## config.mk

```make
export PLATFORM = sky130hd
export DESIGN_NAME = rs232_tx_arbiter_flat
export DESIGN_NICKNAME = d
export VERILOG_FILES = /design/src/rtl/rs232_tx_arbiter_pkg.sv /design/src/rtl/rs232_tx_arbiter_if.sv /design/src/rtl/rs232_byte_fifo.sv /design/src/rtl/rs232_tx_arbiter.sv /design/src/flat_wrapper.sv
export SDC_FILE = /design/constraint.sdc
export NUM_CORES = 1
export LEC_CHECK = 0
export ABC_AREA = 1
export BUFFER_PORTS_ARGS = -buffer_cell sky130_fd_sc_hd__clkbuf_2
export CORE_MARGIN = 5
export CORE_UTILIZATION = 45
export CTS_CLUSTER_DIAMETER = 60
export CTS_CLUSTER_SIZE = 24
export DETAILED_ROUTE_END_ITERATION = 10
export PLACE_DENSITY = 0.59
export SETUP_SLACK_MARGIN = 0.1
export SKIP_LAST_GASP = 1
export SLEW_MARGIN = 5
export SYNTH_ARGS = -nofsm -noshare
export SYNTH_HDL_FRONTEND = slang
export SYNTH_SLANG_ARGS = --single-unit
```

## constraint.sdc

```tcl
create_clock -name clk -period 3.5 [get_ports clk]
set_clock_uncertainty 0.1 [all_clocks]
set_input_delay 0.175 -clock clk [delete_from_list [all_inputs] [get_ports clk]]
set_output_delay 0.175 -clock clk [all_outputs]
set_load 0.01 [all_outputs]
```

## src/rtl/rs232_tx_arbiter_pkg.sv

```systemverilog
// Shared types for the two-requester RS-232 transmit arbiter: FSM states and requester indices.
package rs232_tx_arbiter_pkg;

    typedef enum logic [1:0] {
        StIdle,
        StIssue,
        StWaitAck,
        StWaitDone
    } tx_state_e;

    localparam logic REQ_CPU = 1'b0;
    localparam logic REQ_DBG = 1'b1;

    // With both FIFOs non-empty the round-robin preference wins, otherwise the lone non-empty one.
    function automatic logic pick_req(input logic empty0, input logic empty1, input logic rr);
        if (!empty0 && !empty1) begin
            return rr;
        end
        return empty0 ? REQ_DBG : REQ_CPU;
    endfunction

endpackage

```

## src/rtl/rs232_tx_arbiter_if.sv

```systemverilog
// Producer/transmitter signal bundle of the RS-232 transmit arbiter.
interface rs232_tx_arbiter_if;
    logic       req0_w;
    logic [7:0] req0_d;
    logic       req0_full;
    logic       req1_w;
    logic [7:0] req1_d;
    logic       req1_full;
    logic [1:0] overflow;
    logic       rs232out_busy;
    logic       rs232out_w;
    logic [7:0] rs232out_d;
    logic       idle;

    modport master (
        output req0_w, req0_d, req1_w, req1_d, rs232out_busy,
        input  req0_full, req1_full, overflow, rs232out_w, rs232out_d, idle
    );

    modport slave (
        input  req0_w, req0_d, req1_w, req1_d, rs232out_busy,
        output req0_full, req1_full, overflow, rs232out_w, rs232out_d, idle
    );
endinterface

```

## src/rtl/rs232_byte_fifo.sv

```systemverilog
// 8-bit synchronous FIFO; a push into a full FIFO is accepted when a pop happens in the same cycle.
module rs232_byte_fifo #(
    parameter int unsigned DEPTH_LOG2 = 4
) (
    input  logic       clk,
    input  logic       rst,
    input  logic       push,
    input  logic [7:0] push_d,
    input  logic       pop,
    output logic       full,
    output logic       empty,
    output logic [7:0] head
);
    localparam int unsigned Depth = 1 << DEPTH_LOG2;
    localparam logic [DEPTH_LOG2:0] FullCount = Depth[DEPTH_LOG2:0];

    logic [DEPTH_LOG2-1:0] wr_ptr_q, wr_ptr_d;
    logic [DEPTH_LOG2-1:0] rd_ptr_q, rd_ptr_d;
    logic [DEPTH_LOG2:0]   count_q, count_d;
    logic [7:0]            mem_q [Depth];
    logic [7:0]            mem_d [Depth];
    logic                  do_push, do_pop;

    assign full    = (count_q == FullCount);
    assign empty   = (count_q == '0);
    assign head    = mem_q[rd_ptr_q];
    assign do_pop  = pop & ~empty;
    assign do_push = push & (~full | do_pop);

    always_comb begin
        wr_ptr_d = wr_ptr_q;
        rd_ptr_d = rd_ptr_q;
        count_d  = count_q;
        mem_d    = mem_q;
        if (do_push) begin
            mem_d[wr_ptr_q] = push_d;
            wr_ptr_d        = wr_ptr_q + 1'b1;
        end
        if (do_pop) begin
            rd_ptr_d = rd_ptr_q + 1'b1;
        end
        if (do_push && !do_pop) begin
            count_d = count_q + 1'b1;
        end else if (!do_push && do_pop) begin
            count_d = count_q - 1'b1;
        end
    end

    always_ff @(posedge clk) begin
        if (rst) begin
            wr_ptr_q <= '0;
            rd_ptr_q <= '0;
            count_q  <= '0;
        end else begin
            wr_ptr_q <= wr_ptr_d;
            rd_ptr_q <= rd_ptr_d;
            count_q  <= count_d;
        end
    end

    // Storage is not reset; the count alone defines what is valid.
    always_ff @(posedge clk) begin
        mem_q <= mem_d;
    end

endmodule

```

## src/rtl/rs232_tx_arbiter.sv

```systemverilog
// Round-robin sharing of one RS-232 transmitter between the CPU store path and the debug source.
module rs232_tx_arbiter
    import rs232_tx_arbiter_pkg::*;
#(
    parameter int unsigned DEPTH_LOG2   = 4,
    parameter int unsigned BUSY_TIMEOUT = 4
) (
    input logic               clk,
    input logic               rst,
    rs232_tx_arbiter_if.slave bus
);
    localparam int unsigned TimerW = (BUSY_TIMEOUT > 1) ? $clog2(BUSY_TIMEOUT) : 1;
    localparam logic [TimerW-1:0] TimerInit = TimerW'(BUSY_TIMEOUT - 1);

    tx_state_e         state_q, state_d;
    logic [TimerW-1:0] timer_q, timer_d;
    logic              rr_q, rr_d;
    logic              w_q, w_d;
    logic [7:0]        d_q, d_d;
    logic [1:0]        overflow_q, overflow_d;

    logic       full0, empty0, pop0;
    logic       full1, empty1, pop1;
    logic [7:0] head0, head1;
    logic       pick;

    rs232_byte_fifo #(.DEPTH_LOG2(DEPTH_LOG2)) u_fifo_cpu (
        .clk    (clk),
        .rst    (rst),
        .push   (bus.req0_w),
        .push_d (bus.req0_d),
        .pop    (pop0),
        .full   (full0),
        .empty  (empty0),
        .head   (head0)
    );

    rs232_byte_fifo #(.DEPTH_LOG2(DEPTH_LOG2)) u_fifo_dbg (
        .clk    (clk),
        .rst    (rst),
        .push   (bus.req1_w),
        .push_d (bus.req1_d),
        .pop    (pop1),
        .full   (full1),
        .empty  (empty1),
        .head   (head1)
    );

    assign pick = pick_req(empty0, empty1, rr_q);

    always_comb begin
        state_d = state_q;
        timer_d = timer_q;
        rr_d    = rr_q;
        w_d     = 1'b0;
        d_d     = d_q;
        pop0    = 1'b0;
        pop1    = 1'b0;
        unique case (state_q)
            StIdle: begin
                if (!bus.rs232out_busy && (!empty0 || !empty1)) begin
                    pop0    = (pick == REQ_CPU);
                    pop1    = (pick == REQ_DBG);
                    w_d     = 1'b1;
                    d_d     = (pick == REQ_DBG) ? head1 : head0;
                    rr_d    = ~pick;
                    state_d = StIssue;
                end
            end
            StIssue: begin
                timer_d = TimerInit;
                state_d = StWaitAck;
            end
            StWaitAck: begin
                // A transmitter that never raises busy is released after the timeout.
                if (bus.rs232out_busy) begin
                    state_d = StWaitDone;
                end else if (timer_q == '0) begin
                    state_d = StIdle;
                end else begin
                    timer_d = timer_q - 1'b1;
                end
            end
            StWaitDone: begin
                if (!bus.rs232out_busy) begin
                    state_d = StIdle;
                end
            end
            default: state_d = StIdle;
        endcase
    end

    // A push is dropped only when full and not relieved by a same-cycle pop.
    always_comb begin
        overflow_d    = 2'b00;
        overflow_d[0] = bus.req0_w & full0 & ~pop0;
        overflow_d[1] = bus.req1_w & full1 & ~pop1;
    end

    always_ff @(posedge clk) begin
        if (rst) begin
            state_q    <= StIdle;
            timer_q    <= '0;
            rr_q       <= REQ_CPU;
            w_q        <= 1'b0;
            d_q        <= 8'h00;
            overflow_q <= 2'b00;
        end else begin
            state_q    <= state_d;
            timer_q    <= timer_d;
            rr_q       <= rr_d;
            w_q        <= w_d;
            d_q        <= d_d;
            overflow_q <= overflow_d;
        end
    end

    assign bus.req0_full  = full0;
    assign bus.req1_full  = full1;
    assign bus.overflow   = overflow_q;
    assign bus.rs232out_w = w_q;
    assign bus.rs232out_d = d_q;
    assign bus.idle       = empty0 & empty1 & (state_q == StIdle);

endmodule
```

## src/flat_wrapper.sv

```systemverilog
// flat-port wrapper written by rule: the top's interface ports become plain ports
module rs232_tx_arbiter_flat import rs232_tx_arbiter_pkg::*;
#(
    parameter int unsigned DEPTH_LOG2   = 4,
    parameter int unsigned BUSY_TIMEOUT = 4
)
  (clk, rst, bus_req0_w, bus_req0_d, bus_req1_w, bus_req1_d, bus_rs232out_busy, bus_req0_full, bus_req1_full, bus_overflow, bus_rs232out_w, bus_rs232out_d, bus_idle);
  rs232_tx_arbiter_if bus_i ();
  input logic clk;
  input logic rst;
  input wire logic [$bits(bus_i.req0_w)-1:0] bus_req0_w;
  input wire logic [$bits(bus_i.req0_d)-1:0] bus_req0_d;
  input wire logic [$bits(bus_i.req1_w)-1:0] bus_req1_w;
  input wire logic [$bits(bus_i.req1_d)-1:0] bus_req1_d;
  input wire logic [$bits(bus_i.rs232out_busy)-1:0] bus_rs232out_busy;
  output wire logic [$bits(bus_i.req0_full)-1:0] bus_req0_full;
  output wire logic [$bits(bus_i.req1_full)-1:0] bus_req1_full;
  output wire logic [$bits(bus_i.overflow)-1:0] bus_overflow;
  output wire logic [$bits(bus_i.rs232out_w)-1:0] bus_rs232out_w;
  output wire logic [$bits(bus_i.rs232out_d)-1:0] bus_rs232out_d;
  output wire logic [$bits(bus_i.idle)-1:0] bus_idle;
  assign bus_i.req0_w = bus_req0_w;
  assign bus_i.req0_d = bus_req0_d;
  assign bus_i.req1_w = bus_req1_w;
  assign bus_i.req1_d = bus_req1_d;
  assign bus_i.rs232out_busy = bus_rs232out_busy;
  assign bus_req0_full = bus_i.req0_full;
  assign bus_req1_full = bus_i.req1_full;
  assign bus_overflow = bus_i.overflow;
  assign bus_rs232out_w = bus_i.rs232out_w;
  assign bus_rs232out_d = bus_i.rs232out_d;
  assign bus_idle = bus_i.idle;
  rs232_tx_arbiter #(.DEPTH_LOG2(DEPTH_LOG2), .BUSY_TIMEOUT(BUSY_TIMEOUT)) u_core (.clk(clk), .rst(rst), .bus(bus_i));
endmodule
```

==> run summary <==
The worst hold-check slack is 6.079 ps. The largest net degree at the start of global routing is 73. The maximum frequency from static timing analysis came out at 344.5 MHz. The instance area after placement came out at 13450 sq um. Compared with the post-synthesis result, the final layout area differs by 13.03%. The tree is rooted in a sky130_fd_sc_hd__clkbuf_16. In this run the number of H-tree levels came out at 1. The number of failing hold endpoints at the final stage is 0. The number of nets at the end of the flow is 1344.

No sink is reached through more buffers than the 3 on the longest clock path. The congestion estimate from routability-driven global placement came to 0.8131. The core region is ~29000 sq um. The synthesized netlist occupies a cell area of 12910 sq um. Across the run, the number of max-cap violations was 0. The required time reported for the critical path endpoint is 3850 ps. For the finished layout, the period the worst path requires is 2903 ps. Counting instances, the worst hold path has a depth of 1. The number of antenna violations at the first check in global routing was 0.

The cell accounting for the most synthesized area is sky130_fd_sc_hd__edfxtp_1. The maximum vdd ir drop came out at 499.6 uV. The initialized floorplan defines 62 standard-cell rows. The pre-antenna-repair detailed-routing pass consisted of 5 iterations. The setup total negative slack is 0 ps. The transition time of the tightest slew-check pin came out at 936.5 ps. The routed via count divided by cell count is a little over 5.

The number of DRC markers after the initial detailed-route iteration came out at 580. The post-synthesis area per instance came out at 10.26 sq um. 35 I/O pins were placed. In this run the static leakage power is 5.815 nW. The post-detailed-placement half-perimeter wirelength came out at around 18000 microns.

The number of global-route vias before repair is 8364. The number of nets produced by synthesis is between 1000 and 1500. The top fanout value on the critical path came out at 8. The number of diodes added for antenna fixing is 0. The share of synthesized area in the top cell type comes to 0.5953. Setup violations remaining at the end of the flow were counted as 0. The overall fraction of global-route tracks in use is 0.1788.

TritonCTS created 27 clock buffers. The max-slew violation count is 0. The die height came out at 179.4 microns. In the synthesized netlist the async set-or-reset flop fraction comes to 0.

Clock latency on the worst-skew pair, taken at its later pin, is 570 ps. The power density over the cells is 695.9 nW/um^2. Ranked by total cell area, the synthesized netlist is headed by sky130_fd_sc_hd__edfxtp_1 (60%), sky130_fd_sc_hd__nand2_1 (12%), sky130_fd_sc_hd__dfxtp_1 (6.5%). The share of post-route cells with drive strength above 1 came out at 0.1044. The effective utilization at floorplan is 0.4524. TritonCTS built the clock tree.

The overall overflow remaining after global route is 0. The DRC violations left is 0. The clock-pin slew on the worst setup and hold paths is 80 ps. The number of warnings printed during yosys synthesis is 0. The most used flip-flop cell after synthesis is sky130_fd_sc_hd__edfxtp_1. Setup repair after global routing left no endpoint under its margin.

Dividing the detail-routed wire length by the instance count gives 17.27 microns. The post-cts repair resize count is 0. The core occupancy in the finished layout is 0.5113. At the worst endpoint, the arrival time is approximately 3300 ps. The number of port buffers came out at 34. The final instance area is around 15000 sq um. Traced cell by cell, the critical path runs through nor2_2 -> nand3_2 -> nor2_2 -> nor2_4 -> nand3_4 -> nand2_4 -> nand2_4 -> inv_8 -> ha_1 -> inv_1 -> fa_1 -> a21oi_1 -> nor2_1 -> o21ai_0 -> nand3_1 -> o21ai_0 -> a21oi_1. The worst slew slack as a fraction of its limit is 0.3733. STA classifies the critical path endpoint as a register.

Counting flops with a built-in enable in the synthesized netlist gives about 260. The critical path in this run is classified as reg2reg. The clock net in this run drives a total of ~300 sinks. The die area came out at 32180 sq um. The critical path's largest stage delay is 440 ps.

Dividing the final minimum period by the clock period gives 0.8295. In this run the worst hold path is classified as in2reg. The wire length of the first global-routing pass is around 46000 microns. The post-layout total power is 10.16 mW. The worst-case reg-to-reg path depth is 17. The horizontal die dimension is roughly 180 microns. In this run, distinct cell masters in the synthesized netlist total 37. The remaining antenna violation count is 0. The aggregate routed wire length came out at 29460 microns. The worst setup path is launched from a register. The portion of the post-synthesis area used by sequential elements came out at 0.6604. The number of instances in the synthesized netlist came out at around 1300. Synthesis inferred 298 register bits. The overall via count from detail_route is 8621. The flow ran to the end, and the final reports show no timing, DRC or antenna violations. Among all stages on the critical path, the largest delay is contributed by sky130_fd_sc_hd__dfxtp_1.
==> registers in the layout, indices dropped and copies added, names as in the netlist <==
name / flops
u_core.u_fifo_cpu.mem_q: 128
u_core.u_fifo_dbg.mem_q: 128
u_core.bus.rs232out_d: 8
u_core.u_fifo_cpu.count_q: 5
u_core.u_fifo_dbg.count_q: 5
u_core.u_fifo_cpu.rd_ptr_q: 4
u_core.u_fifo_cpu.wr_ptr_q: 4
u_core.u_fifo_dbg.rd_ptr_q: 4
u_core.u_fifo_dbg.wr_ptr_q: 4
u_core.bus.overflow: 2
u_core.state_q: 2
u_core.timer_q: 2
u_core.bus.rs232out_w: 1
u_core.rr_q: 1
==> kinds of logic after synthesis <==
group,Yosys count,share of synthesized area
compound gates,94,0.03856
xor+xnor,8,0.005426
fa+ha+maj,22,0.02248
buf+inv,147,0.04709
flops,298,0.6604
simple gates,690,0.2260
==> placed cells by master (no fill, tap or decap), drive strengths merged, types with 7 or more instances in the layout <==
cell type,instances
nand2,413
edfxtp,256
nand3,135
nor2,135
inv,102
clkbuf,62
o21ai,56
dfxtp,42
a21oi,29
ha,20
buf,17
dlygate4sd3,16
clkinv,10
xor2,7
==> area by class of cell <==
type | instances | area, sq um
clock inverters | 22 | 301.5
well taps | 384 | 480.5
multi-input cells | 814 | 3777
flip-flops and latches | 298 | 8531
repair buffers | 67 | 457.9
inverters | 93 | 359.1
fillers | 2605 | 13950
clock buffers | 28 | 689.4
==> worst max-delay path: cells and delay by family, from the launching register on <==
family / cells / cell delay, ps
buffers and inverters: 2 / 200
AND/OR/NAND/NOR: 9 / 940
AO/OA/AOI/OAI: 4 / 530
flip-flops: 1 / 440
adder cells (fa/ha/maj): 2 / 600
==> metrics by stage <==
stage               worst slack (ps)  instances
floorplan                      912.0       1259
global placement               669.6       1640
finish                         596.9       1706
global route                   281.1       1706
CTS                            606.1       1706
detailed placement             612.7       1640
==> what timing repair did <==
item / CTS / global route
hold buffers: 16 / 0
endpoints found under the setup margin: 0 / 0
endpoints found under the hold margin: 208 / 0
buffers inserted: 0 / 0
==> per-layer routing <==
metal | vias to the layer above | wire [microns] | track usage
li1 | 4293 | - | -
met1 | 4097 | 13520 | 0.2532
met2 | 189 | 13820 | 0.2936
met3 | 42 | 1503 | 0.02648
met4 | 0 | 607 | 0.04419
met5 | - | 0 | 0
==> cell usage after synthesis, types with 2 or more instances <==
cell type,instances
sky130_fd_sc_hd__nand3_1,131
sky130_fd_sc_hd__edfxtp_1,256
sky130_fd_sc_hd__fa_1,2
sky130_fd_sc_hd__nor2_2,9
sky130_fd_sc_hd__nor3_1,2
sky130_fd_sc_hd__inv_1,83
sky130_fd_sc_hd__inv_2,5
sky130_fd_sc_hd__nand3b_1,2
sky130_fd_sc_hd__nor2_4,2
sky130_fd_sc_hd__a21oi_1,28
sky130_fd_sc_hd__clkinv_1,3
sky130_fd_sc_hd__ha_1,20
sky130_fd_sc_hd__nand3_2,2
sky130_fd_sc_hd__nand4_1,2
sky130_fd_sc_hd__o21ai_1,13
sky130_fd_sc_hd__o211ai_1,5
sky130_fd_sc_hd__nor2_1,124
sky130_fd_sc_hd__nand2_4,8
sky130_fd_sc_hd__dfxtp_1,42
sky130_fd_sc_hd__buf_2,31
sky130_fd_sc_hd__buf_1,4
sky130_fd_sc_hd__clkbuf_1,18
sky130_fd_sc_hd__nand2_2,4
sky130_fd_sc_hd__nand2_1,401
sky130_fd_sc_hd__o21ai_0,43
sky130_fd_sc_hd__nand3_4,2
sky130_fd_sc_hd__xor2_1,7
==> power breakdown <==
group	switching [mW]	internal (mW)	total (mW)
Sequential	0.139	4.07	4.21
Combinational	1.88	0.826	2.70
Clock	1.55	1.70	3.25
==> final timing paths <==
check / slack [ps] / start / endpoint
min reg2reg: 390 / u_core.timer_q[1] / u_core.timer_q[1]
max: 600 / u_core.u_fifo_cpu.count_q[0] / u_core.u_fifo_cpu.count_q[4]
min: 6 / bus_req0_d[3] / u_core.u_fifo_cpu.mem_q[3]
max reg2reg: 600 / u_core.u_fifo_cpu.count_q[0] / u_core.u_fifo_cpu.count_q[4]
Note: power is estimated with default switching activity, not from simulation.
